$ cat config.mk
export PLATFORM = sky130hd
export DESIGN_NAME = display_bcd_scan
export DESIGN_NICKNAME = d
export VERILOG_FILES = /design/src/rtl/display_bcd_scan.sv
export SDC_FILE = /design/constraint.sdc
export NUM_CORES = 1
export LEC_CHECK = 0
export CAP_MARGIN = 0
export CORE_MARGIN = 10
export CORE_UTILIZATION = 60
export DETAILED_ROUTE_END_ITERATION = 10
export PLACE_DENSITY = 0.8
export SYNTH_ARGS = -nofsm -noshare
export SYNTH_HDL_FRONTEND = slang
export SYNTH_SLANG_ARGS = --single-unit
$ cat constraint.sdc
create_clock -name clock -period 3.6 [get_ports clock]
set_input_delay 0.36 -clock clock [delete_from_list [all_inputs] [get_ports clock]]
set_output_delay 0.36 -clock clock [all_outputs]
set_load 0.005 [all_outputs]
$ cat src/rtl/display_bcd_scan.sv
// Multiplexed three-digit seven-segment driver for an 8-bit display register.
// A changed byte is converted to BCD by a 9-cycle double-dabble sequencer and
// the resulting hundreds/tens/units digits are scanned onto a shared segment bus.
// Optional feature macro: DISPLAY_LZB_EN (leading-zero blanking of hundreds/tens).
module display_bcd_scan #(
   parameter int unsigned SCAN_DIV = 1000
) (
   input  logic       clock,
   input  logic       n_reset,
   input  logic [7:0] value,
   output logic [6:0] seg,
   output logic [2:0] an,
   output logic       busy
);

   localparam int unsigned VAL_W = 8;
   localparam int unsigned DIG_W = 4;
   localparam int unsigned ACC_W = 3 * DIG_W;
   localparam int unsigned SEG_W = 7;
   localparam int unsigned AN_W  = 3;
   localparam int unsigned CNT_W = 4;
   localparam int unsigned IDX_W = 2;
   localparam int unsigned PRE_W = (SCAN_DIV > 1) ? $clog2(SCAN_DIV) : 1;

   localparam logic [SEG_W-1:0] SEG_BLANK = 7'b1111111;
   localparam logic [SEG_W-1:0] SEG_ZERO  = 7'b1000000;
   localparam logic [AN_W-1:0]  AN_UNITS  = 3'b110;
   localparam logic [AN_W-1:0]  AN_TENS   = 3'b101;
   localparam logic [AN_W-1:0]  AN_HUND   = 3'b011;

   typedef enum logic {
      IDLE = 1'b0,
      CONV = 1'b1
   } state_t;

   state_t             state_q,    state_d;
   logic [VAL_W-1:0]   last_val_q, last_val_d;
   logic [VAL_W-1:0]   shift_q,    shift_d;
   logic [ACC_W-1:0]   acc_q,      acc_d;
   logic [CNT_W-1:0]   cnt_q,      cnt_d;
   logic               busy_q,     busy_d;
   logic [DIG_W-1:0]   hund_q,     hund_d;
   logic [DIG_W-1:0]   tens_q,     tens_d;
   logic [DIG_W-1:0]   units_q,    units_d;
   logic [PRE_W-1:0]   pre_q,      pre_d;
   logic [IDX_W-1:0]   idx_q,      idx_d;
   logic [AN_W-1:0]    an_q,       an_d;
   logic [SEG_W-1:0]   seg_q,      seg_d;

   logic [ACC_W-1:0]   acc_adj;
   logic [DIG_W-1:0]   sel_digit;
   logic               sel_blank;

   // Double-dabble correction: a nibble >= 5 would overflow past 9 after the shift.
   function automatic logic [DIG_W-1:0] add3(input logic [DIG_W-1:0] nib);
      return (nib >= DIG_W'(5)) ? nib + DIG_W'(3) : nib;
   endfunction

   // Active-low gfedcba pattern for one decimal digit; non-decimal codes blank.
   function automatic logic [SEG_W-1:0] seg_decode(input logic [DIG_W-1:0] d);
      logic [SEG_W-1:0] s;
      case (d)
         4'd0:    s = 7'b1000000;
         4'd1:    s = 7'b1111001;
         4'd2:    s = 7'b0100100;
         4'd3:    s = 7'b0110000;
         4'd4:    s = 7'b0011001;
         4'd5:    s = 7'b0010010;
         4'd6:    s = 7'b0000010;
         4'd7:    s = 7'b1111000;
         4'd8:    s = 7'b0000000;
         4'd9:    s = 7'b0010000;
         default: s = SEG_BLANK;
      endcase
      return s;
   endfunction

   // Change detection and the binary-to-BCD conversion sequencer.
   always_comb begin
      state_d    = state_q;
      last_val_d = last_val_q;
      shift_d    = shift_q;
      acc_d      = acc_q;
      cnt_d      = cnt_q;
      busy_d     = busy_q;
      hund_d     = hund_q;
      tens_d     = tens_q;
      units_d    = units_q;
      acc_adj    = {add3(acc_q[11:8]), add3(acc_q[7:4]), add3(acc_q[3:0])};

      case (state_q)
         IDLE: begin
            if (value != last_val_q) begin
               last_val_d = value;
               shift_d    = value;
               acc_d      = '0;
               cnt_d      = '0;
               busy_d     = 1'b1;
               state_d    = CONV;
            end
         end
         CONV: begin
            if (cnt_q == CNT_W'(VAL_W)) begin
               hund_d  = acc_q[11:8];
               tens_d  = acc_q[7:4];
               units_d = acc_q[3:0];
               busy_d  = 1'b0;
               state_d = IDLE;
            end else begin
               acc_d   = {acc_adj[ACC_W-2:0], shift_q[VAL_W-1]};
               shift_d = {shift_q[VAL_W-2:0], 1'b0};
               cnt_d   = cnt_q + CNT_W'(1);
            end
         end
         default: state_d = IDLE;
      endcase
   end

   // Free-running scan prescaler and digit index, independent of conversion.
   always_comb begin
      pre_d = pre_q + PRE_W'(1);
      idx_d = idx_q;
      if (pre_q == PRE_W'(SCAN_DIV - 1)) begin
         pre_d = '0;
         idx_d = (idx_q == IDX_W'(2)) ? '0 : idx_q + IDX_W'(1);
      end
   end

   // Digit select, leading-zero blanking and segment decode for the active slot.
   always_comb begin
      an_d      = AN_UNITS;
      sel_digit = units_q;
      sel_blank = 1'b0;
      case (idx_q)
         2'd1: begin
            an_d      = AN_TENS;
            sel_digit = tens_q;
`ifdef DISPLAY_LZB_EN
            sel_blank = (hund_q == '0) && (tens_q == '0);
`else
            sel_blank = 1'b0;
`endif
         end
         2'd2: begin
            an_d      = AN_HUND;
            sel_digit = hund_q;
`ifdef DISPLAY_LZB_EN
            sel_blank = (hund_q == '0);
`else
            sel_blank = 1'b0;
`endif
         end
         default: begin
            an_d      = AN_UNITS;
            sel_digit = units_q;
            sel_blank = 1'b0;
         end
      endcase
      seg_d = sel_blank ? SEG_BLANK : seg_decode(sel_digit);
   end

   // All state and registered outputs; reset aborts any conversion in flight.
   always_ff @(posedge clock or negedge n_reset) begin
      if (!n_reset) begin
         state_q    <= IDLE;
         last_val_q <= '0;
         shift_q    <= '0;
         acc_q      <= '0;
         cnt_q      <= '0;
         busy_q     <= 1'b0;
         hund_q     <= '0;
         tens_q     <= '0;
         units_q    <= '0;
         pre_q      <= '0;
         idx_q      <= '0;
         an_q       <= AN_UNITS;
         seg_q      <= SEG_ZERO;
      end else begin
         state_q    <= state_d;
         last_val_q <= last_val_d;
         shift_q    <= shift_d;
         acc_q      <= acc_d;
         cnt_q      <= cnt_d;
         busy_q     <= busy_d;
         hund_q     <= hund_d;
         tens_q     <= tens_d;
         units_q    <= units_d;
         pre_q      <= pre_d;
         idx_q      <= idx_d;
         an_q       <= an_d;
         seg_q      <= seg_d;
      end
   end

   assign seg  = seg_q;
   assign an   = an_q;
   assign busy = busy_q;

endmodule
# ---- Word-level counts from Yosys, hierarchy flattened
# Memory sizes are Yosys's and may differ from the RTL's. A register that Yosys moved wholly into a read port is not among the register bits.
# Index checks and enable logic that the tools add are counted.
dict set report totals {
  reg_bits 61
  latch_bits 0
  ramBits 0
  romBits 112
  input_bits 10
  out_inout_bits 11
  n_memories 1
}
# memory words word_bits read_ports rd_ports_with_merged_regs write_ports line
set mem_list {}
lappend mem_list {{(no name shown)} 16 7 1 1 0 62} ;# case (d)
dict set report op_classes {
  addsub 6
  mul 0
  div_mod_pow 0
  order_cmp 3
  eq_ne 8
  n_shift 0
  muxes 22
  n_bitwise 1
  n_reduce_logical 5
}
# op count
set op_table {}
lappend op_table {{12-bit two-way mux} 2}
lappend op_table {{12-bit case mux with 2 select lines} 1}
lappend op_table {{4-bit two-way mux} 4}
lappend op_table {{8-bit two-way mux} 2}
lappend op_table {{4-bit case mux with 2 select lines} 2}
lappend op_table {{8-bit case mux with 2 select lines} 1}
lappend op_table {{4-bit by 3-bit greater-or-equal comparator with 1-bit output (second input constant)} 3}
lappend op_table {{10-bit by 1-bit adder with 10-bit output (second input constant)} 1}
lappend op_table {{10-bit equality test (second input constant)} 1}
lappend op_table {{10-bit two-way mux} 1}
lappend op_table {{4-bit by 2-bit adder with 4-bit output (second input constant)} 2}
lappend op_table {{8-bit != test} 1}
lappend op_table {{2-bit AND reduction} 4}
lappend op_table {{3-bit case mux with 2 select lines} 1}
lappend op_table {{4-bit by 1-bit adder with 4-bit output (second input constant)} 1}
lappend op_table {{4-bit equality test (second input constant)} 1}
lappend op_table {{1-bit two-way mux} 4}
lappend op_table {{2-bit != test (second input constant)} 2}
lappend op_table {{1-bit case mux with 2 select lines} 2}
lappend op_table {{3-bit by 2-bit adder with 3-bit output (second input constant)} 1}
lappend op_table {{3-bit two-way mux} 1}
lappend op_table {{2-bit by 1-bit adder with 2-bit output (second input constant)} 1}
lappend op_table {{2-bit by 1-bit equality test with 1-bit output (second input constant)} 1}
lappend op_table {{2-bit equality test (second input constant)} 1}
lappend op_table {{4 further kinds} 4}

# ---- Depth between registers and ports, before layout
# Gate-level depths: netlist of run 1.
dict set report depth {
  depth_word 4
  ltp_mapped 9
  ltp_nobuf 8
}

# ---- Least setup slack after synthesis of run 1
# Ideal clock, no wire load.
dict set report synth_timing {
  path_type {flip-flop to flip-flop}
  from {register idx_q[0]}
  to {register seg_q[3] (netlist: seg[3])}
  setup_time_ns 0.143
  arrival_ns 1.694
  required_ns 3.457
  path_slack_ns 1.763
  stages_incl_launch_ff 10
  path_buffers 1
  period_less_slack_ns 1.837
  cell_sequence {dfrtp_1 > inv_1 > ha_1 > buf_2 > nor2_1 > a21oi_1 > inv_1 > ha_1 > nand2_1 > nand3_1}
}
dict set report synth_via {
  elab_chain_cells 2
  word_cells_on_any_way 3
  classes_between {eq/ne: 2; mux: 1}
}
# element line
set synth_rtl {}
lappend synth_rtl {{start, declared} 46} ;# logic [IDX_W-1:0] idx_q, idx_d;
lappend synth_rtl {{start signal, assigned} 189} ;# idx_q <= idx_d;
lappend synth_rtl {{2-bit equality test / 2-bit by 1-bit equality test with 1-bit output (equally long branches)} 134} ;# case (idx_q)
lappend synth_rtl {{4-bit case mux with 2 select lines (*)} 134}
lappend synth_rtl {{end, declared} 48} ;# logic [SEG_W-1:0] seg_q, seg_d;
# Every way passes the cells marked *; elsewhere a longest branch is shown, timed or not.
# A chain may end at the register's enable or synchronous reset.

# ---- Worst setup path in the final report of run 1
dict set report layout_timing {
  from {input value[5]}
  to {register cnt_q[3]}
}
dict set report layout_via {
  elab_chain_cells 3
}
# element line
set layout_rtl {}
lappend layout_rtl {{start, declared} 10} ;# input logic [7:0] value,
lappend layout_rtl {{8-bit != test} 93} ;# if (value != last_val_q) begin
lappend layout_rtl {{2-bit != test (no source line)} -}
lappend layout_rtl {{2-bit AND reduction (no source line)} -}
lappend layout_rtl {{end signal, assigned} 183} ;# cnt_q <= cnt_d;
lappend layout_rtl {{end, declared} 40} ;# logic [CNT_W-1:0] cnt_q, cnt_d;
# No other way between the ends.

==> impl_metrics.toml, run 1 <==
[synth]
synth-simple-area-share_pct = 13.3
ys_seq_area_share_pct = 50.5
synthCells = 316
syn_nets = 342
synth_warnings = 0
ys.flop_type = "dfrtp_1"
synth_compound_area_share_pct = 14.0
muxShareOfSynthArea_pct = 6.89
synth_commonest_cells = "dfrtp_1 (65), nand2_1 (34), nor2_1 (28), inv_1 (17), ha_1 (16)"
synthTopCellsByArea = "dfrtp_1 (48%), ha_1 (5.9%), nand2_1 (3.8%), mux2_2 (3.7%), xor2_1 (3.4%)"
synthAdderAreaFrac_pct = 5.93
avgSynthCellArea_um2 = 10.7
synth_top_area_share_pct = 48.2
ys_ff_latch = 68
ys_types = 43
synth_xor_area_share_pct = 5.45
async_flop_share_pct = 100
synth_edf_count = 0
yosysMostFrequentCell = "dfrtp_1"
synthesis.area_um2 = 3380
yosysTopAreaCell = "dfrtp_1"
synth_top_family_by_area = "compound AO/OA/AOI/OAI gates"

[place]
port_buffers = 20
place_hpwl_mm = 4.37
gp_congestion = 0.794
placed_area_um2 = 3630

[clock_network]
ctsHoldBuffers = 0
cts_buffers = 9
cts.path.max_buffers = 2
htreeDepth = 3
cts_root_buf = "clkbuf_8"
clk_latency_ps = 340
cts.sinks = 68
cts_tree = "done"
clk_pin_slew_ps = 70
cts_resized = 0
cts_setup_buffers = 0

[detailed_routing]
wl_per_cell_um = 14.7
via_per_inst = 5.68
num_vias = 2357
first_pass_iters = 4
antenna_left = 0
drc_errors = 0
drt_iter0_drc = 111
drt-total-wl_mm = 6.11

[layout]
area_growth_syn_to_layout_pct = 13.6
fin_nets = 364
drive_gt1_share_pct = 14.3
final_area_um2 = 3830
insertedDiodeCount = 0

[floorplan]
ios = 21
row_count = 27
core_area_um2 = 5470
die_w_um = 95.0
initial_core_util_pct = 61.7
die_area_um2 = 9030
die_h_um = 95.0

[power_and_ir_drop]
power.total_uw = 3090
powerDensity_nw_per_um2 = 807
ir_drop_mv = 0.449
leakagePower_uw = 0.00169

[timing]
drv_slew = 0
tightest_slew_ps = 1060
setup_viol = 0
rsz0062_at_grt = "false"
slew_headroom_pct = 29.3
setup_tns_ps = 0
period_share_pct = 66.3
skew_ps = 7.34
period_minus_slack_ps = 2390
max_freq_ghz = 0.419
finalHoldViolCount = 0

[global_route]
grt_pass1_wl_mm = 10.9
antenna_found_initial = 0
grt_overflow = 0
gr-usage-all-layers_pct = 15.2
grt_pass1_vias = 2357
grt_max_degree = 36

[critical_path]
endpoint_kind = "register"
cp.required_ps = 3880
crit_type = "in -> reg"
cp-start-kind = "input port"
path_max_fanout = 12
arrival_ps = 2660

[status]
status = "completed"

[worst_hold_path]
hold_class = "in -> async"

[job]
maxCapViolations = 0
==> kinds of logic (layout without fill, tap and decap cells) <==
logic type	Yosys count	in the layout
and+or+nand+nor	95	95
DFF	68	68
AOI/OAI and AO/OA	64	64
buffers and inverters	31	58
xor gates and xnor gates	21	21
muxes	21	21
adders and majority gates	16	16
==> routing by layer <==
| layer | track usage (%) | vias to the layer above | wire length [um] |
|---|---|---|---|
| li1 | - | 1143 | - |
| met1 | 17.7 | 1170 | 2710 |
| met2 | 25.3 | 35 | 3040 |
| met3 | 4.63 | 9 | 244 |
| met4 | 6.73 | 0 | 120 |
| met5 | 0 | - | 0 |
==> flip-flops by register name (all words and copies together), names as in the netlist <==
name	cells
hund_q	4
acc_q	12
units_q	4
tens_q	4
shift_q	8
last_val_q	8
pre_q	10
busy	1
seg	7
an	3
cnt_q	4
idx_q	2
state_q	1
==> layout make-up <==
type                       instances  area (um^2)
clock buffer                      12          155
multi-input combinational        217         1540
tap                               72         90.1
inverter                          17         63.8
sequential                        68         1710
clock inverter                     4         47.5
timing repair buffer              25          233
fill                             430         1640
==> through the flow <==
step | util, % | worst slack, ps | hold slack (ps) | instances
6_report | 70.1 | 1210 | 75.0 | 415
5_1_grt | 70.1 | 1030 | 133 | 415
4_1_cts | 70.1 | 1210 | 102 | 415
3_5_place_dp | 66.4 | 860 | 464 | 399
3_3_place_gp | 66.4 | 964 | 459 | 399
2_1_floorplan | - | 1760 | 64.4 | 316
==> final timing paths <==
path | start | endpoint | slack (ps) | cells after the start
worst max-delay path | value[5] | cnt_q[3] | 1210 | 6
worst min-delay path | n_reset | seg[1] | 70 | 1
worst max register to register | last_val_q[5] | cnt_q[3] | 1330 | 5
worst min register to register | tens_q[1] | tens_q[1] | 480 | 2
max in group asynchronous | n_reset | acc_q[11] | 2590 | 2
min in group clock | tens_q[1] | tens_q[1] | 480 | 2
==> critical path, cell delays in order <==
cell and delay [ps]:
clkdlybuf4s50_1 450, xor2_1 200, nor4_2 650, a21o_1 540, buf_4 280, a32o_1 180
==> cells in the final DEF (no fill, tap or decap), types with 3 or more instances in the layout <==
cell type        synthesis  final
ha_1                    16     16
xor2_1                  13     13
mux2_1                   7      7
a211oi_2                 7      7
inv_1                   17     17
xnor2_1                  8      8
nor2_1                  28     28
dfrtp_1                 65     65
clkdlybuf4s50_1          0     19
a22oi_1                  4      4
nand2b_1                 3      3
mux2_2                  11     11
dfstp_2                  3      3
nand4_1                  4      4
nand3b_1                 3      3
a21oi_1                 14     14
nand3_1                  9      9
o22ai_1                  3      3
nand2_1                 34     34
o21ai_0                  9      9
a211oi_1                 9      9
a21o_1                   3      3
a31o_2                   3      3
mux2i_1                  3      3
clkbuf_8                 0     11
buf_4                    2      5
==> power by group <==
group | total [uW] | switching, uW | leakage [uW] | internal [uW]
Sequential | 1260 | 205 | 0.000836 | 1050
Combinational | 1200 | 638 | 0.000747 | 558
Clock | 640 | 284 | 0.000102 | 356
No activity file was read; power rests on OpenSTA's default activity.
==> run 2: changes to the inputs <==
CORE_UTILIZATION = 53   (was 60)
PLACE_DENSITY = 0.75   (was 0.8)
clock period = 2.1 ns   (was 3.6 ns; I/O delays follow)
==> run 2 against run 1 <==
  * Critical path depth grew 2
  * Sequential power grew 70%
  * Count of clock-buffer cells in the layout is the same
  * Critical endpoint is now seg[3]
  * Highest routed layer unchanged
  * Register-to-register slack lost 1100 ps
  * Non-clock buffer count grew 9
==> impl_metrics.toml, run 2 (synthesis results as in run 1) <==
[status]
status = "completed"

[detailed_routing]
antenna_left = 0
drc_errors = 0
num_vias = 2406
via_per_inst = 5.61
drt_iter0_drc = 104
first_pass_iters = 4
drt-total-wl_mm = 6.26
wl_per_cell_um = 14.6

[layout]
fillCellCount = 515
final_area_um2 = 3950
final_cells = 429
reg_top3 = "acc_q (12), pre_q (10)"
insertedDiodeCount = 0
largest_register_ffs = 12
mostFrequentLayoutCell = "dfrtp_1"
drive_gt1_share_pct = 16.5
layout_common_cells = "dfrtp_1 (65), nand2_1 (34), nor2_1 (28), clkdlybuf4s50_1 (19), inv_1 (17)"
fin_nets = 373
area_growth_syn_to_layout_pct = 17.0
top_register = "acc_q"

[timing]
drv_slew = 0
finalHoldViolCount = 0
setup_viol = 0
rsz0062_at_grt = "false"
tightest_slew_ps = 372
skew_ps = 3.96
max_freq_ghz = 0.535
period_share_pct = 88.9
hold_ws_ps = 406
setup_tns_ps = 0
period_minus_slack_ps = 1870
slew_headroom_pct = 75.2

[power_and_ir_drop]
switchingPower_uw = 1950
combPwrFrac_pct = 40.7
internal_power_uw = 3500
switching_share_pct = 35.8
power.total_uw = 5450
leakagePower_uw = 0.00174
ir_drop_mv = 0.931
seqPwrFrac_pct = 39.2
p_clk_share_pct = 20.2
powerDensity_nw_per_um2 = 1380

[clock_network]
clk_latency_ps = 350
cts.path.max_buffers = 2
cts_tree = "done"
htreeDepth = 3
cts_root_buf = "clkbuf_8"
clk_pin_slew_ps = 70
cts.sinks = 68
cts_buffers = 9

[global_route]
grt_pass1_vias = 2502
grt_overflow = 0
grt_pass1_wl_mm = 10.9
gr-usage-all-layers_pct = 13.3
antenna_found_initial = 0
grt_max_degree = 69

[place]
port_buffers = 20
place_hpwl_mm = 4.30
placed_area_um2 = 3740
gp_congestion = 0.784
dp.cells = 412

[job]
maxCapViolations = 0

[floorplan]
die_w_um = 99.8
core_area_um2 = 6280
die_area_um2 = 9960
initial_core_util_pct = 53.8
die_h_um = 99.8
ios = 21
row_count = 29

[critical_path]
crit_type = "reg -> reg"
arrival_ps = 2090
cp.required_ps = 2320
path_max_fanout = 11
endpoint_kind = "register"
cp-start-kind = "register"

[worst_hold_path]
hold_class = "in -> async"
## run 2: cell count changes in the layout (fill, tap and decap cells not counted), sizes merged
cell and change:
buf +8, dlygate4sd3 +1
## run 2: critical path, cell delays in order (launching register included)
cell and delay, ps:
dfrtp_1 390, inv_1 90, ha_1 490, nor2_1 90
a21oi_1 130, buf_4 170, ha_1 240, nand2_1 70
nand3_1 80
## run 2: metrics by stage
step | utilization [%] | setup WS [ps]
global placement | 59.5 | 88.4
detailed placement | 59.5 | 37.9
floorplan | - | 263
finish | 63.0 | 232
global route | 63.0 | 86.8
CTS | 62.9 | 139
## run 2: layout make-up
type | instances | area [um^2] | share of cell area, %
Inverter | 17 | 63.8 | 1.61
Tap cell | 77 | 96.3 | 2.44
Multi-Input combinational cell | 217 | 1540 | 39.1
Timing Repair Buffer | 34 | 340 | 8.61
Sequential cell | 68 | 1710 | 43.1
Clock inverter | 4 | 47.5 | 1.20
Clock buffer | 12 | 155 | 3.93
## run 2: power groups by stage
stage	combinational (uW)	sequential, uW	clock (uW)
after floorplan	1610	2070	0
after detailed placement	2220	2160	0
after CTS	2240	2140	1120
final	2220	2140	1100
after global placement	2150	2140	0
after global routing	2520	2200	1170
## run 2: what timing repair did
item | in CTS | in global routing
setup buffers | 0 | 0
endpoints found under the setup margin | 0 | 4
gates resized for setup | 0 | 2
hold buffers | 1 | 0
endpoints found under the hold margin | 65 | 0
## run 2: per-layer routing
metal  track usage, %  vias up  part of all wire [%]
li1                 -     1170                     -
met4             6.39        0                   1.6
met1             14.7     1192                    45
met2             23.1       35                    50
met3             3.71        9                   3.8
met5                0        -                     0
## run 2: final timing paths
path | startpoint | endpoint | slack [ps] | cells after the start
min in group clock | value[0] | shift_q[0] | 480 | 3
min reg2reg | pre_q[0] | pre_q[0] | 480 | 1
max reg2reg | idx_q[1] | seg[3] | 230 | 8
min | n_reset | pre_q[8] | 410 | 3
max | idx_q[1] | seg[3] | 230 | 8
max in group asynchronous | n_reset | seg[6] | 1350 | 3
==> run 3: changes to the inputs <==
CORE_UTILIZATION = 59   (was 53)
PLACE_DENSITY = 0.79   (was 0.75)
clock period = 1.9 ns   (was 2.1 ns; I/O delays follow)
==> run 3 against run 2 <==
  * Combinational power increased by 14%
  * Clock power about the same
  * Global-route usage increased by 1.8 points
  * Flip-flop and latch count unchanged
  * Setup slack got worse by 100 ps
  * Clock skew increased by 5.7 ps
  * Cell count increased by 1.4%
  * Hold slack got worse by 86 ps
  * Register-to-register slack got worse by 100 ps
  * Non-clock buffer count increased by 11
  * Core utilization increased by 9.5 points
  * Largest cell class unchanged
  * Highest routed layer unchanged
==> impl_metrics.toml, run 3 (synthesis results as in run 1) <==
[critical_path]
cp.required_ps = 2120
crit_type = "reg -> reg"
endpoint_kind = "register"
cp-start-kind = "register"
arrival_ps = 1990
path_max_fanout = 5

[layout]
insertedDiodeCount = 0
drive_gt1_share_pct = 19.6
area_growth_syn_to_layout_pct = 19.0
fin_nets = 384
top_register = "acc_q"
largest_register_ffs = 12
postLayoutCoreUtil_pct = 72.5
layout_common_cells = "dfrtp_1 (65), nand2_1 (34), nor2_1 (28), buf_4 (22), clkdlybuf4s50_1 (19)"
reg_top3 = "acc_q (12), pre_q (10)"
final_cells = 435
mostFrequentLayoutCell = "dfrtp_1"

[job]
maxCapViolations = 0

[global_route]
grt_pass1_vias = 2372
grt_max_degree = 51
antenna_found_initial = 0
grt_pass1_wl_mm = 10.9
gr-usage-all-layers_pct = 15.1
grt_overflow = 0

[floorplan]
core_area_um2 = 5540
die_h_um = 95.7
die_w_um = 95.7
ios = 21
initial_core_util_pct = 61.0
row_count = 27
die_area_um2 = 9150

[clock_network]
cts.path.max_buffers = 2
cts_root_buf = "clkbuf_8"
cts.sinks = 68
clk_pin_slew_ps = 70
cts_tree = "done"
cts_buffers = 9
htreeDepth = 3
clk_latency_ps = 340

[power_and_ir_drop]
internal_power_uw = 3830
switching_share_pct = 36.1
p_clk_share_pct = 18.3
powerDensity_nw_per_um2 = 1490
power.total_uw = 6000
switchingPower_uw = 2170
combPwrFrac_pct = 42.2
seqPwrFrac_pct = 39.5
leakagePower_uw = 0.00178
ir_drop_mv = 1.10

[timing]
drv_slew = 0
period_share_pct = 93.0
skew_ps = 9.64
slew_headroom_pct = 70.1
setup_viol = 0
period_minus_slack_ps = 1770
finalHoldViolCount = 0
setup_tns_ps = 0
max_freq_ghz = 0.566
tightest_slew_ps = 448

[worst_hold_path]
hold_class = "in -> async"

[detailed_routing]
antenna_left = 0
drt_iter0_drc = 76
wl_per_cell_um = 14.6
num_vias = 2403
first_pass_iters = 4
drc_errors = 0
drt-total-wl_mm = 6.35
via_per_inst = 5.52

[place]
port_buffers = 20
dp.cells = 418
place_hpwl_mm = 4.63
gp_congestion = 0.815

[status]
status = "completed"
run 3: changes by cell type in the layout (fill, tap and decap cells not counted), sizes merged:
| cell | previous run | this run |
|---|---|---|
| bufinv | 1 | 0 |
| buf | 14 | 25 |
| clkinv | 2 | 1 |
| clkinvlp | 1 | 0 |
| clkbuf | 12 | 15 |
run 3: stage by stage:
step	area (um^2)	hold WS, ps	setup slack [ps]
2_1_floorplan	3380	-106	62.9
3_3_place_gp	3800	154	-13.9
3_5_place_dp	3800	159	-56.8
4_1_cts	3990	321	45.6
5_1_grt	4020	361	-1.24
6_report	4020	320	133
run 3: critical path: stages, from the launching register on:
cell and delay, ps:
dfrtp_1 420, inv_1 140, ha_2 250, a22oi_1 110
a21oi_1 190, inv_1 90, ha_1 310, nand2_1 60
nand3_1 70
run 3: worst paths after layout:
| kind | startpoint | to | slack, ps | cells after the start |
|---|---|---|---|---|
| setup / recovery | idx_q[0] | seg[3] | 130 | 8 |
| hold / removal | n_reset | seg[4] | 320 | 2 |
| setup reg to reg | idx_q[0] | seg[3] | 130 | 8 |
| hold reg to reg | pre_q[0] | pre_q[0] | 450 | 1 |
| max in group asynchronous | n_reset | last_val_q[6] | 960 | 3 |
| min in group clock | pre_q[0] | pre_q[0] | 450 | 1 |
run 3: metal layers:
metal	wire length [um]	global-route usage, %	vias to the layer above	share of wire [%]
li1	-	-	1187	-
met5	0	0	-	0
met2	3070	22.7	33	48
met4	158	9.71	0	2.5
met1	2890	19.3	1172	46
met3	230	3.06	11	3.6
run 3: what timing repair did:
item                                    in CTS  in global routing
hold endpoints to repair                    15                  0
buffers inserted                             0                  0
pin swaps                                    0                  1
hold buffers                                 1                  0
gates resized for setup                      1                  6
endpoints found under the setup margin       2                  4
run 3: final cells by class:
type                       instances  area, um^2
timing repair buffer              45         410
clock buffer                      15         176
tap                               72        90.1
fill                             398        1520
sequential                        68        1710
clock inverter                     1        5.00
inverter                          17        63.8
multi-input combinational        217        1570
run 3: power by group through the flow:
stage | clock [uW] | combinational (uW) | sequential [uW]
floorplan | 0 | 1780 | 2280
global placement | 0 | 2430 | 2370
detailed placement | 0 | 2540 | 2390
CTS | 1120 | 2560 | 2370
global route | 1170 | 2850 | 2440
finish | 1100 | 2530 | 2370
